[src/rtl/gpio_out_arbiter_pkg.sv]
// Shared types and helpers for the GPIO output arbiter.
// Holds the FSM state enum, the one-hot helper and the round-robin pick.
package gpio_arb_pkg;

    // Largest requester count the helper functions handle.
    localparam int MAX_REQ = 32;
    localparam int IDX_W   = 5;

    typedef enum logic {
        IDLE = 1'b0,
        HOLD = 1'b1
    } arb_state_e;

    typedef struct packed {
        logic             any;
        logic [IDX_W-1:0] idx;
    } rr_pick_t;

    function automatic logic [MAX_REQ-1:0] onehot(input logic [IDX_W-1:0] idx);
        logic [MAX_REQ-1:0] v;
        v      = '0;
        v[idx] = 1'b1;
        return v;
    endfunction

    // Scans ptr+1, ptr+2, ... mod nreq. The scan runs backwards so the
    // last hit written is the first one in round-robin order.
    function automatic rr_pick_t rr_pick(
        input logic [MAX_REQ-1:0] valid,
        input logic [IDX_W-1:0]   ptr,
        input int                 nreq
    );
        rr_pick_t         r;
        int               i;
        logic [IDX_W-1:0] sel;
        r = '0;
        for (int k = nreq; k >= 1; k--) begin
            i   = (int'(ptr) + k) % nreq;
            sel = IDX_W'(i);
            if (valid[sel]) begin
                r.any = 1'b1;
                r.idx = sel;
            end
        end
        return r;
    endfunction

endpackage

[src/rtl/gpio_out_arbiter_if.sv]
// Requester-side bundle of the GPIO arbiter: per-requester valid/data
// from the sources, one-hot ready back from the arbiter.
interface gpio_out_arbiter_if #(
    parameter int NREQ  = 4,
    parameter int WIDTH = 32
);
    logic [NREQ-1:0]       req_valid;
    logic [NREQ*WIDTH-1:0] req_data;
    logic [NREQ-1:0]       req_ready;

    modport master (
        output req_valid,
        output req_data,
        input  req_ready
    );

    modport slave (
        input  req_valid,
        input  req_data,
        output req_ready
    );
endinterface

[src/rtl/gpio_out_arbiter_rr_arbiter.sv]
// Combinational round-robin arbiter, reusable for any shared resource.
// Ports: valid_i/ptr_i in; pick_o (one-hot), idx_o, any_o out.
module rr_arbiter
    import gpio_arb_pkg::*;
#(
    parameter int NREQ = 4,
    parameter int IW   = $clog2(NREQ)
) (
    input  logic [NREQ-1:0] valid_i,
    input  logic [IW-1:0]   ptr_i,
    output logic [NREQ-1:0] pick_o,
    output logic [IW-1:0]   idx_o,
    output logic            any_o
);

    logic [MAX_REQ-1:0] valid_ext;
    rr_pick_t           r;

    assign valid_ext = MAX_REQ'(valid_i);
    assign r         = rr_pick(valid_ext, IDX_W'(ptr_i), NREQ);

    assign any_o  = r.any;
    assign idx_o  = IW'(r.idx);
    assign pick_o = r.any ? NREQ'(onehot(r.idx)) : '0;

endmodule

[src/rtl/gpio_out_arbiter.sv]
// Shares the GPIO header between NREQ requesters, round-robin, holding
// each granted word for HOLD_CYCLES clocks. Ports: CLOCK_50, Resetn,
// req (valid/data/ready bundle), GPIO, grant, busy (all registered).
module gpio_out_arbiter
    import gpio_arb_pkg::*;
#(
    parameter int               NREQ        = 4,
    parameter int               WIDTH       = 32,
    parameter int               HOLD_CYCLES = 50,
    parameter logic [WIDTH-1:0] IDLE_VALUE  = '0
) (
    input  logic             CLOCK_50,
    input  logic             Resetn,
    gpio_out_arbiter_if.slave req,
    output logic [WIDTH-1:0] GPIO,
    output logic [NREQ-1:0]  grant,
    output logic             busy
);

    localparam int IW = $clog2(NREQ);
    localparam int CW = $clog2(HOLD_CYCLES + 1);

    localparam logic [CW-1:0] CNT_LOAD = CW'(HOLD_CYCLES - 1);
    localparam logic [IW-1:0] PTR_RST  = IW'(NREQ - 1);

    arb_state_e       state_q, state_d;
    logic [CW-1:0]    cnt_q, cnt_d;
    logic [IW-1:0]    ptr_q, ptr_d;
    logic [WIDTH-1:0] gpio_q, gpio_d;
    logic [NREQ-1:0]  grant_q, grant_d;
    logic             busy_q, busy_d;

    logic [NREQ-1:0]  pick;
    logic [IW-1:0]    win_idx;
    logic             any_v;
    logic             window;
    logic             accept;
    logic [WIDTH-1:0] win_data;

    rr_arbiter #(
        .NREQ (NREQ)
    ) u_rr (
        .valid_i (req.req_valid),
        .ptr_i   (ptr_q),
        .pick_o  (pick),
        .idx_o   (win_idx),
        .any_o   (any_v)
    );

    // The last hold cycle doubles as an accept slot, so back-to-back
    // words run exactly HOLD_CYCLES clocks with no idle gap.
    assign window = (state_q == IDLE) || (cnt_q == '0);

    // Reset gates ready so no word can be taken while Resetn is low.
    assign req.req_ready = (Resetn && window && any_v) ? pick : '0;

    assign accept   = |(req.req_valid & req.req_ready);
    assign win_data = req.req_data[win_idx*WIDTH +: WIDTH];

    always_comb begin
        state_d = state_q;
        cnt_d   = cnt_q;
        ptr_d   = ptr_q;
        gpio_d  = gpio_q;
        grant_d = grant_q;
        busy_d  = busy_q;
        if (accept) begin
            gpio_d  = win_data;
            grant_d = pick;
            ptr_d   = win_idx;
            cnt_d   = CNT_LOAD;
            busy_d  = 1'b1;
            state_d = HOLD;
        end else if (state_q == HOLD) begin
            if (cnt_q != '0) begin
                cnt_d = cnt_q - CW'(1);
            end else begin
                // Nobody waiting: release the header but keep its word.
                state_d = IDLE;
                busy_d  = 1'b0;
                grant_d = '0;
            end
        end
    end

    always_ff @(posedge CLOCK_50 or negedge Resetn) begin
        if (!Resetn) begin
            state_q <= IDLE;
            cnt_q   <= '0;
            ptr_q   <= PTR_RST;
            gpio_q  <= IDLE_VALUE;
            grant_q <= '0;
            busy_q  <= 1'b0;
        end else begin
            state_q <= state_d;
            cnt_q   <= cnt_d;
            ptr_q   <= ptr_d;
            gpio_q  <= gpio_d;
            grant_q <= grant_d;
            busy_q  <= busy_d;
        end
    end

    assign GPIO  = gpio_q;
    assign grant = grant_q;
    assign busy  = busy_q;

endmodule

[src/flat_wrapper.sv]
// flat-port wrapper written by rule: the top's interface ports become plain ports
module gpio_out_arbiter_flat import gpio_arb_pkg::*;
#(
    parameter int               NREQ        = 4,
    parameter int               WIDTH       = 32,
    parameter int               HOLD_CYCLES = 50,
    parameter logic [WIDTH-1:0] IDLE_VALUE  = '0
)
  (CLOCK_50, Resetn, GPIO, grant, busy, req_req_valid, req_req_data, req_req_ready);
  gpio_out_arbiter_if #(.NREQ(NREQ), .WIDTH(WIDTH)) req_i ();
  input  logic CLOCK_50;
  input  logic Resetn;
  output logic [WIDTH-1:0] GPIO;
  output logic [NREQ-1:0] grant;
  output logic busy;
  input wire logic [$bits(req_i.req_valid)-1:0] req_req_valid;
  input wire logic [$bits(req_i.req_data)-1:0] req_req_data;
  output wire logic [$bits(req_i.req_ready)-1:0] req_req_ready;
  assign req_i.req_valid = req_req_valid;
  assign req_i.req_data = req_req_data;
  assign req_req_ready = req_i.req_ready;
  gpio_out_arbiter #(.NREQ(NREQ), .WIDTH(WIDTH), .HOLD_CYCLES(HOLD_CYCLES), .IDLE_VALUE(IDLE_VALUE)) u_core (.CLOCK_50(CLOCK_50), .Resetn(Resetn), .req(req_i), .GPIO(GPIO), .grant(grant), .busy(busy));
endmodule
[config.mk]
export PLATFORM = sky130hd
export DESIGN_NAME = gpio_out_arbiter_flat
export DESIGN_NICKNAME = d
export VERILOG_FILES = /design/src/rtl/gpio_out_arbiter_pkg.sv /design/src/rtl/gpio_out_arbiter_if.sv /design/src/rtl/gpio_out_arbiter_rr_arbiter.sv /design/src/rtl/gpio_out_arbiter.sv /design/src/flat_wrapper.sv
export SDC_FILE = /design/constraint.sdc
export NUM_CORES = 1
export LEC_CHECK = 0
export BUFFER_PORTS_ARGS = -buffer_cell sky130_fd_sc_hd__buf_2
export CAP_MARGIN = 0
export CELL_PAD_IN_SITES_DETAIL_PLACEMENT = 1
export CELL_PAD_IN_SITES_GLOBAL_PLACEMENT = 1
export CORE_MARGIN = 5
export CORE_UTILIZATION = 36
export DETAILED_ROUTE_END_ITERATION = 6
export GPL_ROUTABILITY_DRIVEN = 1
export PLACE_DENSITY = 0.95
export SYNTH_ARGS = -nofsm -noshare
export SYNTH_HDL_FRONTEND = slang
export SYNTH_SLANG_ARGS = --single-unit
export TNS_END_PERCENT = 10
[constraint.sdc]
create_clock -name CLOCK_50 -period 3.5 [get_ports CLOCK_50]
set_input_delay 0.35 -clock CLOCK_50 [delete_from_list [all_inputs] [get_ports CLOCK_50]]
set_output_delay 0.35 -clock CLOCK_50 [all_outputs]
set_load 0.01 [all_outputs]
==> After elaboration in Yosys (flattened, before gate mapping) <==
Index checks and enable logic that the tools add are counted.
{ "op_classes": {"addsub": 5, "magnitude_cmp": 6, "n_eq_ne": 1, "n_shift": 1, "mux": 28, "bitwise_logic": 6, "n_reduce_logical": 15} }
{ "op_table": {"columns": ["cell", "count"], "rows": [
  ["$shiftx A128 B8 Y32", 1],
  ["$mux W6", 7],
  ["$lt A5 B6 Y1 const B", 5],
  ["$mux W4", 5],
  ["$bmux W1 S3", 4],
  ["$mux W1", 11],
  ["$reduce_or A2 Y1", 4],
  ["$logic_not A6 Y1", 1],
  ["$reduce_bool A6 Y1", 1],
  ["$sub A6 B1 Y6 const B", 1],
  ["$demux W1 S5", 1],
  ["$ge A5 B1 Y1 const B", 1],
  ["$add A2 B1 Y2 const B", 2],
  ["$add A2 B2 Y2 const B", 2],
  ["$and A1 B1 Y1 const A", 4],
  ["$and A4 B4 Y4", 1],
  ["$reduce_and A2 Y1", 2],
  ["$reduce_bool A2 Y1", 2],
  ["$reduce_or A4 Y1", 1],
  ["$logic_and A1 B1 Y1", 3],
  ["$ne A2 B1 Y1 const B", 1],
  ["$logic_or A1 B1 Y1", 1],
  ["$not A1 Y1", 1]
]} }
{ "word_totals": {"ff_bits": 46, "inputBits": 134, "output_inout_bits": 41, "wordCells": 68} }

==> Longest topological paths before layout <==
{ "logic_depth": {"word_depth": 19, "mapped_depth": 10, "depth_no_buf": 7} }

==> By module <==
From an unflattened synthesis, not the netlist that was laid out.
{ "unflattened": {"cells_unflattened": 210, "area_unflattened_um2": 3001.6} }
{ "modules_own_cells": {"columns": ["mod", "instances", "cells_per_inst", "area_per_inst_um2", "seq_area_each_um2"], "rows": [
  ["gpio_out_arbiter", 1, 178, 2782.7, 1153.6],
  ["rr_arbiter", 1, 32, 219.0, 0.0]
]} }

==> Worst setup path after synthesis <==
OpenSTA, ideal clock, no wires.
{ "synth_timing": {"path_kind": "register to output", "startpoint": "register u_core.cnt_q[0]", "endpoint": "output port req_req_ready[0]", "arrival_ns": 1.822, "required_time_ns": 3.150, "slack_ns": 1.328, "stages_incl_launch_ff": 9, "n_path_buf": 2, "cell_sequence": "dfrtp_1 > inv_1 > ha_1 > or3b_4 > o31ai_4 > nand2b_1 > buf_2 > buf_6 > nor3_2"} }
{ "synth_between": {"elab_chain_cells": 5} }
{ "synth_lines": {"columns": ["element", "line", "rtl"], "rows": [
  ["from (decl)", "gpio_out_arbiter.sv:27", "logic [CW-1:0] cnt_q, cnt_d;"],
  ["from (signal assigned)", "gpio_out_arbiter.sv:96", "cnt_q <= cnt_d;"],
  ["$logic_not A6 Y1", "gpio_out_arbiter.sv:52", "assign window = (state_q == IDLE) || (cnt_q == '0);"],
  ["$logic_or A1 B1 Y1", "gpio_out_arbiter.sv:52", null],
  ["$logic_and A1 B1 Y1 (2 in series)", "gpio_out_arbiter.sv:55", "assign req.req_ready = (Resetn && window && any_v) ? pick : '0;"],
  ["$mux W4", "gpio_out_arbiter.sv:55", null],
  ["to (decl)", "flat_wrapper.sv:18", "output wire logic [$bits(req_i.req_ready)-1:0] req_req_ready;"]
]} }
Every way passes these cells.

==> Worst setup path after layout <==
Ends and elaborated chain as after synthesis.

==> impl_metrics.yaml <==
global_route:
  grt_util_all_layers_pct: 16.18
  overflow: 0
  grt_pass1_vias: 3043
  grt_max_degree: 47
  grt_pass1_wl_mm: 14.56
  antenna_found_initial: 1
die:
  dieArea_um2: 10940
  die_w_um: 104.6
  start_util_pct: 36.93
  core_area_um2: 8721
  die_y_um: 104.6
  io-pin-count: 175
  core.rowCount: 34
pwr:
  p_seq_share_pct: 44.4
  cell_internal_pwr_uw: 896.5
  p_clk_share_pct: 32.6
  worst_ir_drop_vdd_uv: 136.1
  finalPower_uw: 1196
  p_per_area_nw_per_um2: 284.1
  comb_power_share_pct: 23.0
  leakage_uw: 0.002306
  swShare_pct: 25.02
  power_switching_uw: 299.1
placed_design:
  placement.cell_area_um2: 4098
  gp_congestion: 0.7621
  port_buffers: 174
  dp_hpwl_mm: 7.583
yosys:
  synthTopCellsByArea: "dfrtp_1 (34%), mux2i_1 (20%), o21ai_2 (8.7%)"
  synth_top_area_share_pct: 34.19
  synth_edf_count: 0
  synth_ff_type: "dfrtp_1"
  synth.cell_area_um2: 3221
  synth_compound_area_share_pct: 14.80
  syn-mean-instance-area_um2: 11.14
  synthSimpleGateAreaFrac_pct: 9.324
  yosys_warnings: 0
  yosysTopAreaCell: "dfrtp_1"
  yosys.cell_types.count: 39
  muxShareOfSynthArea_pct: 32.94
  synthTopCellsByCount: "mux2i_1 (64), dfrtp_1 (44), nand2_1 (39), o21ai_2 (32)"
  synth_cells: 289
  seq_area_frac_synth_pct: 35.82
  synth_top_family_by_area: "multiplexers"
  synth.most_common_cell: "mux2i_1"
  async_flop_share_pct: 100.0
  synth_xor_area_share_pct: 0.5439
  syn-num-nets: 424
  synth_fa_ha_area_share_pct: 0.3885
  synth-seq-cells: 46
critical_path:
  critPathCaptureType: "output pin"
  crit_buf_inv: 2
  critPathSlowestCell: "or3b_4"
  cpLargestDelayFamily: "simple AND/OR/NAND/NOR gates"
  crit_type: "reg -> out"
  cp.required_ns: 3.15
  crit_arrival_ns: 2.60
  timing.critical_path.to: "req_req_ready[0]"
  crit_fanout: 42
  path_depth: 7
  max_stage_delay_ns: 0.42
  crit_path_cell_trace: "inv_1, ha_1, or3b_4, o31ai_4, nand2b_4, nor3_2, buf_2"
  regToRegEndpoint: "u_core.GPIO[31]"
  crit_path_start_kind: "flop"
  r2r_cells: 8
  critPathLaunch: "u_core.cnt_q[0]"
  r2r_slack_ns: 0.89
  r2r-start: "u_core.cnt_q[0]"
layout:
  fin_area_um2: 4209
  fin_nets: 589
  utilization_pct: 48.26
  area_growth_pct: 30.69
  drive_gt1_share_pct: 57.14
cts:
  root_buffer: "clkbuf_8"
  cts.path.max_buffers: 2
  clk_pin_slew_ns: 0.08
  postCtsHoldBufs: 0
  cts_setup_buffers: 0
  clock-sinks: 46
  cts_tree: "built"
  htreeDepth: 2
  cts-resized-gates: 0
  clock_latency_ns: 0.29
  cts_made_buffers: 5
detailed_routing:
  vias: 2824
  drcViolationCount: 0
  routed_wl_mm: 9.197
  avgViaCountPerCell: 5.007
  drt-pass1-iter-count: 4
  initialDrtViolationCount: 40
  wl_per_cell_um: 16.31
  drtAntennaViolNets: 0
timing:
  skew_ns: 0.008668
  setup_viol: 0
  hold_viol: 0
  max_freq_mhz: 338.7
  worst_slew_pin_slew_ns: 1.000
  rsz0062_at_grt: "false"
  period_minus_slack_ns: 2.953
  period_share_pct: 84.36
  slew_headroom_pct: 33.33
  drv_slew: 0
  tns_ns: 0
status:
  status: "complete, no violations"
flow_run:
  cap_violations: 0
hold_path:
  hold_class: "in -> async"
[cell type report]
type | count | area (um^2)
Sequential cell | 46 | 1154
Multi-Input combinational cell | 220 | 1884
Timing Repair Buffer | 178 | 913.4
Inverter | 3 | 11.26
Clock buffer | 5 | 68.82
Antenna cell | 1 | 2.502
Tap cell | 108 | 135.1
Fill cell | 1031 | 4512
Clock inverter | 3 | 40.04
[registers in the layout, indices dropped and copies added, names as in the netlist]
signal and flops:
u_core.busy 1, u_core.cnt_q 6, u_core.GPIO 32, u_core.grant 4, u_core.state_q 1, u_core.ptr_q 2
[layer usage]
metal	share of wire [%]	up-vias	routed length, um	global-route usage (%)
met5	0	-	0	0
met4	1.8	0	163	5.297
met3	8.0	15	733	4.254
met2	55	116	5052	30.90
met1	35	1323	3247	17.09
li1	-	1370	-	-
[worst min path at each step]
| stage | startpoint | to | slack (ns) |
|---|---|---|---|
| finish | Resetn | u_core.busy | 0.20 |
| global route | Resetn | u_core.GPIO[9] | 0.25 |
| CTS | Resetn | u_core.grant[2] | 0.22 |
| detailed placement | u_core.grant[2] | u_core.grant[2] | 0.46 |
| global placement | u_core.grant[2] | u_core.grant[2] | 0.46 |
| floorplan | Resetn | u_core.GPIO[0] | 0.05 |
[kinds of logic after synthesis]
group                      Yosys count
DFF                                 46
and+or+nand+nor                     65
muxes                               96
xor gates and xnor gates             2
AOI/OAI and AO/OA                   56
adders and majority gates            1
buffers and inverters               23
[per-stage QoR]
stage	hold slack, ns	cells	setup WS [ns]
2_1_floorplan	0.05441	289	1.328
3_3_place_gp	0.4559	555	1.013
3_5_place_dp	0.4612	555	0.8119
4_1_cts	0.2206	563	0.4807
5_1_grt	0.2457	564	0.3230
6_report	0.1989	564	0.5472
[cell usage in the layout (no fill, tap or decap), types with 2 or more instances in the layout]
master,count
inv_1,3
nor3_1,4
buf_4,3
nor2b_1,2
dfrtp_1,44
a21o_1,5
clkbuf_8,5
clkinv_2,2
mux2_2,16
buf_2,174
nor3_2,2
nand2b_1,2
nand2_1,39
mux2i_1,64
o21ai_0,3
o21ai_1,2
dfstp_2,2
and3_1,2
nor2_1,7
o21ai_2,32
mux2_4,16
nand3_1,2
a21oi_1,5
nor3b_1,2
[power groups by stage]
stage | Combinational (uW) | Clock [uW] | Sequential (uW)
after detailed placement | 281 | 0 | 542
after global placement | 267 | 0 | 542
after global routing | 301 | 430 | 531
final | 275 | 389 | 531
after CTS | 281 | 404 | 531
after floorplan | 178 | 0 | 542
Note: power is estimated with default switching activity, not from simulation.
